$ cat src/rtl/j17_prog_loader.sv
// ----------------------------------------------------------------------------
// j17_prog_loader
//   Boot-time program loader for the J17 core. This block is the write side of
//   the instruction memory that InstructionFetch reads. It takes a byte stream,
//   packs the bytes into big-endian 32-bit words and writes them to consecutive
//   imem word addresses, starting at 0. The core is held through cpu_hold until
//   a complete image has loaded.
//
//   Stream: N_hi, N_lo (16-bit word count), then 4*N data bytes (first byte of
//   each word -> wdata[31:24]), then one checksum byte when the checksum build
//   option is enabled.
//
//   Build option: `define J17_LOADER_CHECKSUM_EN to add a trailing checksum
//   byte. The 8-bit sum of every stream byte, including the checksum byte, must
//   be 0 mod 256 for the load to pass.
//
// Ports
//   clock        in   system clock, rising edge
//   rst_n        in   asynchronous active-low reset
//   start        in   1-cycle pulse that begins a load session (IDLE/ERR only)
//   rx_data      in   stream byte
//   rx_valid     in   rx_data valid
//   rx_ready     out  loader accepts a byte (transfer = rx_valid & rx_ready)
//   imem_we      out  imem write strobe, 1 cycle per word
//   imem_addr    out  imem word address (holds between strobes)
//   imem_wdata   out  imem write data (holds between strobes)
//   cpu_hold     out  1 = core held; drops only after a successful load
//   busy         out  load session in progress
//   done         out  1-cycle pulse: image loaded OK
//   error        out  sticky fault flag, cleared by the next accepted start
//   words_loaded out  words written in this session
// ----------------------------------------------------------------------------
module j17_prog_loader #(
  parameter int unsigned ADDR_W = 8
) (
  input  logic              clock,
  input  logic              rst_n,
  input  logic              start,
  input  logic [7:0]        rx_data,
  input  logic              rx_valid,
  output logic              rx_ready,
  output logic              imem_we,
  output logic [ADDR_W-1:0] imem_addr,
  output logic [31:0]       imem_wdata,
  output logic              cpu_hold,
  output logic              busy,
  output logic              done,
  output logic              error,
  output logic [ADDR_W:0]   words_loaded
);

  localparam logic [63:0] CAPACITY = 64'd1 << ADDR_W;

`ifdef J17_LOADER_CHECKSUM_EN
  typedef enum logic [2:0] {
    S_IDLE, S_HDR_HI, S_HDR_LO, S_DATA, S_CSUM, S_DONE, S_ERR
  } state_t;
`else
  typedef enum logic [2:0] {
    S_IDLE, S_HDR_HI, S_HDR_LO, S_DATA, S_DONE, S_ERR
  } state_t;
`endif

  state_t              r_state;
  state_t              w_state_nxt;

  logic [7:0]          r_nhi;
  logic [ADDR_W:0]     r_nwords;
  logic [1:0]          r_byte_cnt;
  logic [23:0]         r_shift;
  logic                r_we;
  logic [ADDR_W-1:0]   r_addr;
  logic [31:0]         r_wdata;
  logic [ADDR_W:0]     r_words;
  logic                r_hold;
  logic                r_err;
`ifdef J17_LOADER_CHECKSUM_EN
  logic [7:0]          r_sum;
  logic [7:0]          w_sum_nxt;
`endif

  logic                w_xfer;
  logic                w_start_ok;
  logic [15:0]         w_n;
  logic                w_hdr_bad;
  logic                w_word_done;
  logic [ADDR_W:0]     w_words_inc;
  logic                w_last_word;

  assign w_xfer      = rx_valid & rx_ready;
  assign w_start_ok  = start && ((r_state == S_IDLE) || (r_state == S_ERR));
  assign w_n         = {r_nhi, rx_data};
  assign w_hdr_bad   = (w_n == 16'd0) || (64'(w_n) > CAPACITY);
  assign w_word_done = w_xfer && (r_state == S_DATA) && (r_byte_cnt == 2'd3);
  // words_loaded doubles as the index of the word being assembled.
  assign w_words_inc = r_words + (ADDR_W+1)'(1);
  assign w_last_word = w_word_done && (w_words_inc == r_nwords);
`ifdef J17_LOADER_CHECKSUM_EN
  assign w_sum_nxt   = r_sum + rx_data;
`endif

  // --------------------------------------------------------------------------
  // FSM state register
  // --------------------------------------------------------------------------
  always_ff @(posedge clock or negedge rst_n) begin
    if (!rst_n) begin
      r_state <= S_IDLE;
    end else begin
      r_state <= w_state_nxt;
    end
  end

  // --------------------------------------------------------------------------
  // Next-state logic
  // --------------------------------------------------------------------------
  always_comb begin
    w_state_nxt = r_state;
    case (r_state)
      S_IDLE:   if (start) w_state_nxt = S_HDR_HI;
      S_HDR_HI: if (w_xfer) w_state_nxt = S_HDR_LO;
      S_HDR_LO: if (w_xfer) w_state_nxt = w_hdr_bad ? S_ERR : S_DATA;
`ifdef J17_LOADER_CHECKSUM_EN
      S_DATA:   if (w_last_word) w_state_nxt = S_CSUM;
      S_CSUM:   if (w_xfer) w_state_nxt = (w_sum_nxt == 8'd0) ? S_DONE : S_ERR;
`else
      S_DATA:   if (w_last_word) w_state_nxt = S_DONE;
`endif
      S_DONE:   w_state_nxt = S_IDLE;
      S_ERR:    if (start) w_state_nxt = S_HDR_HI;
      default:  w_state_nxt = S_IDLE;
    endcase
  end

  // --------------------------------------------------------------------------
  // State-decoded outputs
  // --------------------------------------------------------------------------
  always_comb begin
    rx_ready = 1'b0;
    busy     = 1'b0;
    done     = 1'b0;
    case (r_state)
      S_HDR_HI, S_HDR_LO, S_DATA: begin
        rx_ready = 1'b1;
        busy     = 1'b1;
      end
`ifdef J17_LOADER_CHECKSUM_EN
      S_CSUM: begin
        rx_ready = 1'b1;
        busy     = 1'b1;
      end
`endif
      S_DONE: begin
        busy = 1'b1;
        done = 1'b1;
      end
      default: ;
    endcase
  end

  // --------------------------------------------------------------------------
  // Datapath: header capture, word packing, write strobe, status flags
  // --------------------------------------------------------------------------
  always_ff @(posedge clock or negedge rst_n) begin
    if (!rst_n) begin
      r_nhi      <= '0;
      r_nwords   <= '0;
      r_byte_cnt <= '0;
      r_shift    <= '0;
      r_we       <= 1'b0;
      r_addr     <= '0;
      r_wdata    <= '0;
      r_words    <= '0;
      r_hold     <= 1'b1;
      r_err      <= 1'b0;
`ifdef J17_LOADER_CHECKSUM_EN
      r_sum      <= '0;
`endif
    end else begin
      r_we <= 1'b0;

      if (w_start_ok) begin
        r_err      <= 1'b0;
        r_hold     <= 1'b1;
        r_words    <= '0;
        r_byte_cnt <= '0;
`ifdef J17_LOADER_CHECKSUM_EN
        r_sum      <= '0;
`endif
      end

      if ((w_state_nxt == S_ERR) && (r_state != S_ERR)) begin
        r_err <= 1'b1;
      end

      // The core is released the cycle after the done pulse.
      if (r_state == S_DONE) begin
        r_hold <= 1'b0;
      end

      if (w_xfer) begin
`ifdef J17_LOADER_CHECKSUM_EN
        r_sum <= w_sum_nxt;
`endif
        case (r_state)
          S_HDR_HI: r_nhi <= rx_data;
          // Truncation is harmless: an oversize count is routed to ERR.
          S_HDR_LO: r_nwords <= (ADDR_W+1)'(w_n);
          S_DATA: begin
            r_byte_cnt <= r_byte_cnt + 2'd1;
            r_shift    <= {r_shift[15:0], rx_data};
            if (r_byte_cnt == 2'd3) begin
              r_we    <= 1'b1;
              r_addr  <= r_words[ADDR_W-1:0];
              r_wdata <= {r_shift, rx_data};
              r_words <= w_words_inc;
            end
          end
          default: ;
        endcase
      end
    end
  end

  assign imem_we      = r_we;
  assign imem_addr    = r_addr;
  assign imem_wdata   = r_wdata;
  assign cpu_hold     = r_hold;
  assign error        = r_err;
  assign words_loaded = r_words;

endmodule

$ cat config.mk
export PLATFORM = sky130hd
export DESIGN_NAME = j17_prog_loader
export DESIGN_NICKNAME = d
export VERILOG_FILES = /design/src/rtl/j17_prog_loader.sv
export SDC_FILE = /design/constraint.sdc
export NUM_CORES = 1
export LEC_CHECK = 0
export CORE_ASPECT_RATIO = 1.75
export CORE_MARGIN = 1
export CORE_UTILIZATION = 25
export DETAILED_ROUTE_END_ITERATION = 8
export PLACE_DENSITY = 0.5
export SETUP_SLACK_MARGIN = 0.5
export SLEW_MARGIN = 15
export SYNTH_ARGS = -nofsm -noshare
export SYNTH_HDL_FRONTEND = slang
export SYNTH_SLANG_ARGS = --single-unit
$ cat constraint.sdc
create_clock -name clock -period 2.9 [get_ports clock]
set_input_delay 0.58 -clock clock [delete_from_list [all_inputs] [get_ports clock]]
set_output_delay 0.58 -clock clock [all_outputs]
set_load 0.01 [all_outputs]
* Word-level counts from Yosys, hierarchy flattened
Index checks and enable logic that the tools add are counted.
Word-level totals: flip-flop bits (word level) 98, latch bits 0, bits in writable memories 0, memory bits (read-only) 0, bits of input ports 12, memories 0
Cells by class: add/sub/neg operators 2, multiply operators 0, divide/modulo/power cells 0, magnitude comparators 1, equal/unequal tests 9, shifts and indexed selects 0, muxes and demuxes 23, bitwise operators 1, reduce and logical (&&, ||, !) cells 18
Operators by type and width (count):
- $mux 9 | 4
- $gt 16x9->1 const B | 1
- $logic_not 16->1 | 1
- $mux 3 | 5
- $pmux 3 s4 | 1
- $mux 1 | 10
- $add 9x1->9 const B | 1
- $eq 3x3->1 const B | 3
- $eq 9x9->1 | 1
- $eq 3x2->1 const B | 2
- $mux 2 | 3
- $reduce_and 2->1 | 3
- $logic_and 1x1->1 | 5
- $reduce_bool 2->1 | 2
- $reduce_or 4->1 | 1
- $eq 3x1->1 const B | 1
- $logic_not 3->1 | 1
- $ne 3x3->1 const B | 1
- $reduce_and 3->1 | 1
- $reduce_or 3->1 | 1
- $add 2x1->2 const B | 1
- $eq 2x2->1 const B | 1
- $logic_or 1x1->1 | 2
- $reduce_or 2->1 | 1
- $and 1x1->1 | 1

* Logic depth before layout (Yosys ltp)
depth in word-level cells 12, gate-level depth with buffers 8, depth with buffers taken out 7

* Worst setup path after synthesis
No wires, ideal clock.
kind register to register, from register r_words[0] (netlist: words_loaded[0]), to register r_state[0], arrival time 1903 ps, data required time 2762 ps, path slack 860 ps, stages on the path, launching flop included 8, clock period less this slack 2040 ps, cells stage by stage dfrtp_1 -> ha_1 -> buf_2 -> xor3_1 -> or3_1 -> a21oi_1 -> o32a_1 -> o221ai_1
Between the ends: word-level cells in the longest chain between the ends 5
Ends and longest elaborated chain:
- from (decl) | RTL line 74 | logic [ADDR_W:0] r_words;
- from (signal assigned) | RTL line 215 | r_words <= w_words_inc;
- $add 9x1->9 | RTL line 96 | assign w_words_inc = r_words + (ADDR_W+1)'(1);
- $eq 9x9->1 | RTL line 97 | assign w_last_word = w_word_done && (w_words_inc == r_nwords);
- $logic_and 1x1->1 | RTL line 97
- $mux 3 | RTL line 126 | S_DATA: if (w_last_word) w_state_nxt = S_DONE;
- $pmux 3 s4 | RTL line 118 | case (r_state)
- net w_state_nxt[0] | RTL line 65 | state_t w_state_nxt;
- to (signal assigned) | RTL line 109 | r_state <= w_state_nxt;
- to (decl) | RTL line 64 | state_t r_state;
The timed path passes the listed nets, and every way through them passes these cells. A chain may end at the register's enable or synchronous reset.

* Worst setup path after layout
from register r_state[0], to output busy
Between the ends: word-level cells in the longest chain between the ends 3
Ends and longest elaborated chain:
- $eq 3x2->1 (tied with other cells) | RTL line 141 | case (r_state)
- $reduce_or 4->1 (no line) (*)
- $mux 1 (*) | RTL line 141
- to (decl) | RTL line 46 | output logic busy,
Every way passes the cells marked *; elsewhere a longest branch is shown, timed or not.

==> impl_summary.log <==
[metrics] result of the run: completed
[metrics] number of endpoints failing setup at the final stage: 0
[metrics] required arrival time at the worst endpoint: 2.32 ns
[metrics] transition time at the pin with the least slew margin: between 0.6 and 0.7 ns
[metrics] power density of the placed cells: ~800 nW/um^2
[metrics] share of Yosys cell area claimed by the top area cell type: between 50% and 60%
[metrics] worst hold path class: primary input to async pin
[metrics] TritonCTS clock tree: yes
[metrics] Final Hold Viols: 0
[metrics] syn nets: 416
[metrics] Sum Neg Setup Slack: 0 ns
[metrics] worst-case vdd ir drop: about 0.3 mV
[metrics] Longest Clk Path Bufs: 2
[metrics] Post-Synthesis Mean Instance Area: about 11 sq um
[metrics] total core area: ~17000 sq um
[metrics] Finished Core Util: approximately 33%
[metrics] Primary FF master, synth: sky130_fd_sc_hd__dfrtp_1
[metrics] max-slew violation total from the final report: 0
[metrics] maximum clock frequency: 437.6 MHz
[metrics] overall via count from detail_route: a little over 3k
[metrics] worst clock skew on the final layout: 0.007177 ns
[metrics] most area-hungry cell type in the Yosys netlist: sky130_fd_sc_hd__dfrtp_1
[metrics] global route total overflow: 0
[metrics] sequential fraction of the synthesis area: approximately 58%
[metrics] CP Capture Type: primary output
[metrics] iteration-0 DRC count of the detailed router: 127
[metrics] share of layout cells above drive strength 1: 15.20%
[metrics] library cell used as clock root buffer: sky130_fd_sc_hd__clkbuf_16
[metrics] overall die width: a little over 100 um
[metrics] class of the most critical setup path: flop to primary output
[metrics] unrepaired setup endpoints after global routing: no
[metrics] number of rows in the core area: 62
[metrics] commonest cells after routing, fill and taps aside: sky130_fd_sc_hd__nand2_1, sky130_fd_sc_hd__dfrtp_1, sky130_fd_sc_hd__clkdlybuf4s50_1, sky130_fd_sc_hd__mux2_2, sky130_fd_sc_hd__o21ai_0
[metrics] first-pass GRT wire length: about 16000 um
[metrics] data arrival time at the worst-slack endpoint: about 1.7 ns
[metrics] count of nets after finishing: between 400 and 500
[metrics] Max Cap Viol: 0
[metrics] post-route antenna net violation count: 0
[metrics] CTS buffer count: 9
[metrics] Num Clock Sinks: 98
[metrics] number of iterations in the first detailed-routing pass: 4
[metrics] DIE AREA: between 15000 and 20000 sq um
[metrics] initial antenna violation count: 0
[metrics] slack of the worst reg-to-reg path: 0.74 ns
[metrics] number of global-route vias before repair: 3123
[metrics] Cell variety after synth: 50
[metrics] GP Congestion: 0.8043
[metrics] number of fillers in the final layout: about 1.7k
[metrics] Cell Area, Synth: about 4300 sq um
[metrics] die height: approximately 170 um
[metrics] count of synthesis-stage warnings from yosys: 0
[metrics] number of instances in the synthesized netlist: between 400 and 500
[metrics] post-route fraction of the period consumed by the critical path: 78.79%
[metrics] # IOs: 67
[metrics] H-Tree Depth: 3
[metrics] Area growth, synth to finish: 27.40%
[metrics] FF-to-FF path depth: 6
[metrics] clock latency on the worst-skew pair: approximately 0.34 ns
[metrics] Initial Utilization: between 20% and 30%
[metrics] leading cell type in the layout, fill and taps excluded: sky130_fd_sc_hd__nand2_1
[metrics] CP Max Fanout: 10
[metrics] share of synthesized registers carrying an async set or reset: 100.0%
[metrics] Via-to-Cell Ratio: about 4.4
[metrics] pin count of the biggest net entering global routing: 54
[metrics] Buffers on Ports: 66
[metrics] total half-perimeter wirelength after legalization and detailed placement: 7038 um
[metrics] Antenna Diode Count: 0
[metrics] number of flip-flops and latches in the synthesized netlist: 98
[metrics] Worst-path clk slew: roughly 0.070 ns
[metrics] crit start category: flop
[metrics] Routed WL per cell: between 10 and 15 um
[metrics] leakage power figure: 2.465 nW
[metrics] WL final: between 10000 and 15000 um
[metrics] global router's overall resource usage: between 10% and 20%
[metrics] post-layout min period: between 2 and 2.5 ns
[metrics] remaining design rule violation count: 0
[metrics] count of flip-flops with a built-in enable after synthesis: 0
[metrics] headroom to the max-slew limit: between 50% and 60%
[metrics] main area contributors after synthesis: sky130_fd_sc_hd__dfrtp_1, sky130_fd_sc_hd__nand2_1, sky130_fd_sc_hd__mux2_2
## synth_stat cells (4+ instances only)
master,instances
sky130_fd_sc_hd__nand2_1,130
sky130_fd_sc_hd__dfrtp_1,97
sky130_fd_sc_hd__mux2_2,41
sky130_fd_sc_hd__buf_2,14
sky130_fd_sc_hd__o21ai_0,11
sky130_fd_sc_hd__nor2_1,9
sky130_fd_sc_hd__a21oi_1,8
sky130_fd_sc_hd__inv_1,8
sky130_fd_sc_hd__xnor2_1,8
sky130_fd_sc_hd__nand3_1,7
sky130_fd_sc_hd__clkbuf_1,6
sky130_fd_sc_hd__and3_1,4
sky130_fd_sc_hd__o31ai_1,4
sky130_fd_sc_hd__o41ai_1,4
## final timing paths
kind / startpoint / endpoint
max: r_state[0] / busy
min: rst_n / imem_wdata[17]
max reg2reg: words_loaded[0] / r_state[0]
min reg2reg: r_shift[18] / imem_wdata[26]
max in group asynchronous: rst_n / r_shift[22]
min in group clock: r_shift[18] / imem_wdata[26]
## critical path, stage by stage (launching register included)
cell	delay (ns)
sky130_fd_sc_hd__dfrtp_1	0.48
sky130_fd_sc_hd__nor2_1	0.21
sky130_fd_sc_hd__xnor2_1	0.13
sky130_fd_sc_hd__clkdlybuf4s50_1	0.55
## cell type report
type	count	area [sq um]	share of cell area (%)
inverter	9	36.28	0.6693
multi-input combinational	272	1647	30.37
sequential	98	2456	45.30
timing repair buffer	73	723.2	13.34
tap	224	280.3	5.170
clock inverter	3	22.52	0.4154
clock buffer	12	256.5	4.731
## registers in the layout, indices dropped and copies added, names as in the netlist
| signal | cells |
|---|---|
| cpu_hold | 1 |
| error | 1 |
| imem_addr | 8 |
| imem_wdata | 32 |
| imem_we | 1 |
| r_byte_cnt | 2 |
| r_nhi | 8 |
| r_nwords | 9 |
| r_shift | 24 |
| r_state | 3 |
| words_loaded | 9 |
## through the flow
stage / area [sq um] / setup WS, ns / hold slack [ns] / std cells / power [mW]
6_report: 5421 / 0.6150 / 0.2334 / 691 / 4.456
5_1_grt: 5421 / 0.5114 / 0.2690 / 691 / 4.756
4_1_cts: 5419 / 0.5234 / 0.2524 / 691 / 4.529
3_5_place_dp: 5140 / 0.3940 / 0.4568 / 676 / 3.371
3_3_place_gp: 5140 / 0.4032 / 0.4517 / 676 / 3.333
2_1_floorplan: 4255 / 0.8597 / 0.2844 / 402 / 2.850
## where the power goes
group          total (mW)  internal, mW  switching (mW)
combinational        1.20         0.709           0.489
clock                1.13         0.628           0.505
sequential           2.13          1.79           0.335
## routing by layer
metal	wire, um	track usage [%]	up-vias
li1	-	-	1481
met1	4406	14.61	1469
met5	0	0	-
met3	332	2.280	12
met4	155	4.710	0
met2	5259	21.55	79
## logic make-up after synthesis
family,Yosys count,synth area share (%)
XOR/XNOR,12,2.823
adder cells (fa/ha/maj),2,0.5880
AND/OR/NAND/NOR,173,17.26
buffers and inverters,32,3.646
multiplexers,42,11.08
AO/OA/AOI/OAI,43,6.939
flip-flops,98,57.66
## timing repair
item / CTS / global route
endpoints found under the hold margin: 0 / 0
buffers inserted: 0 / 0
endpoints found under the setup margin: 0 / 2
gates resized for setup: 0 / 2
hold buffers: 0 / 0
No activity file was read; power rests on OpenSTA's default activity.
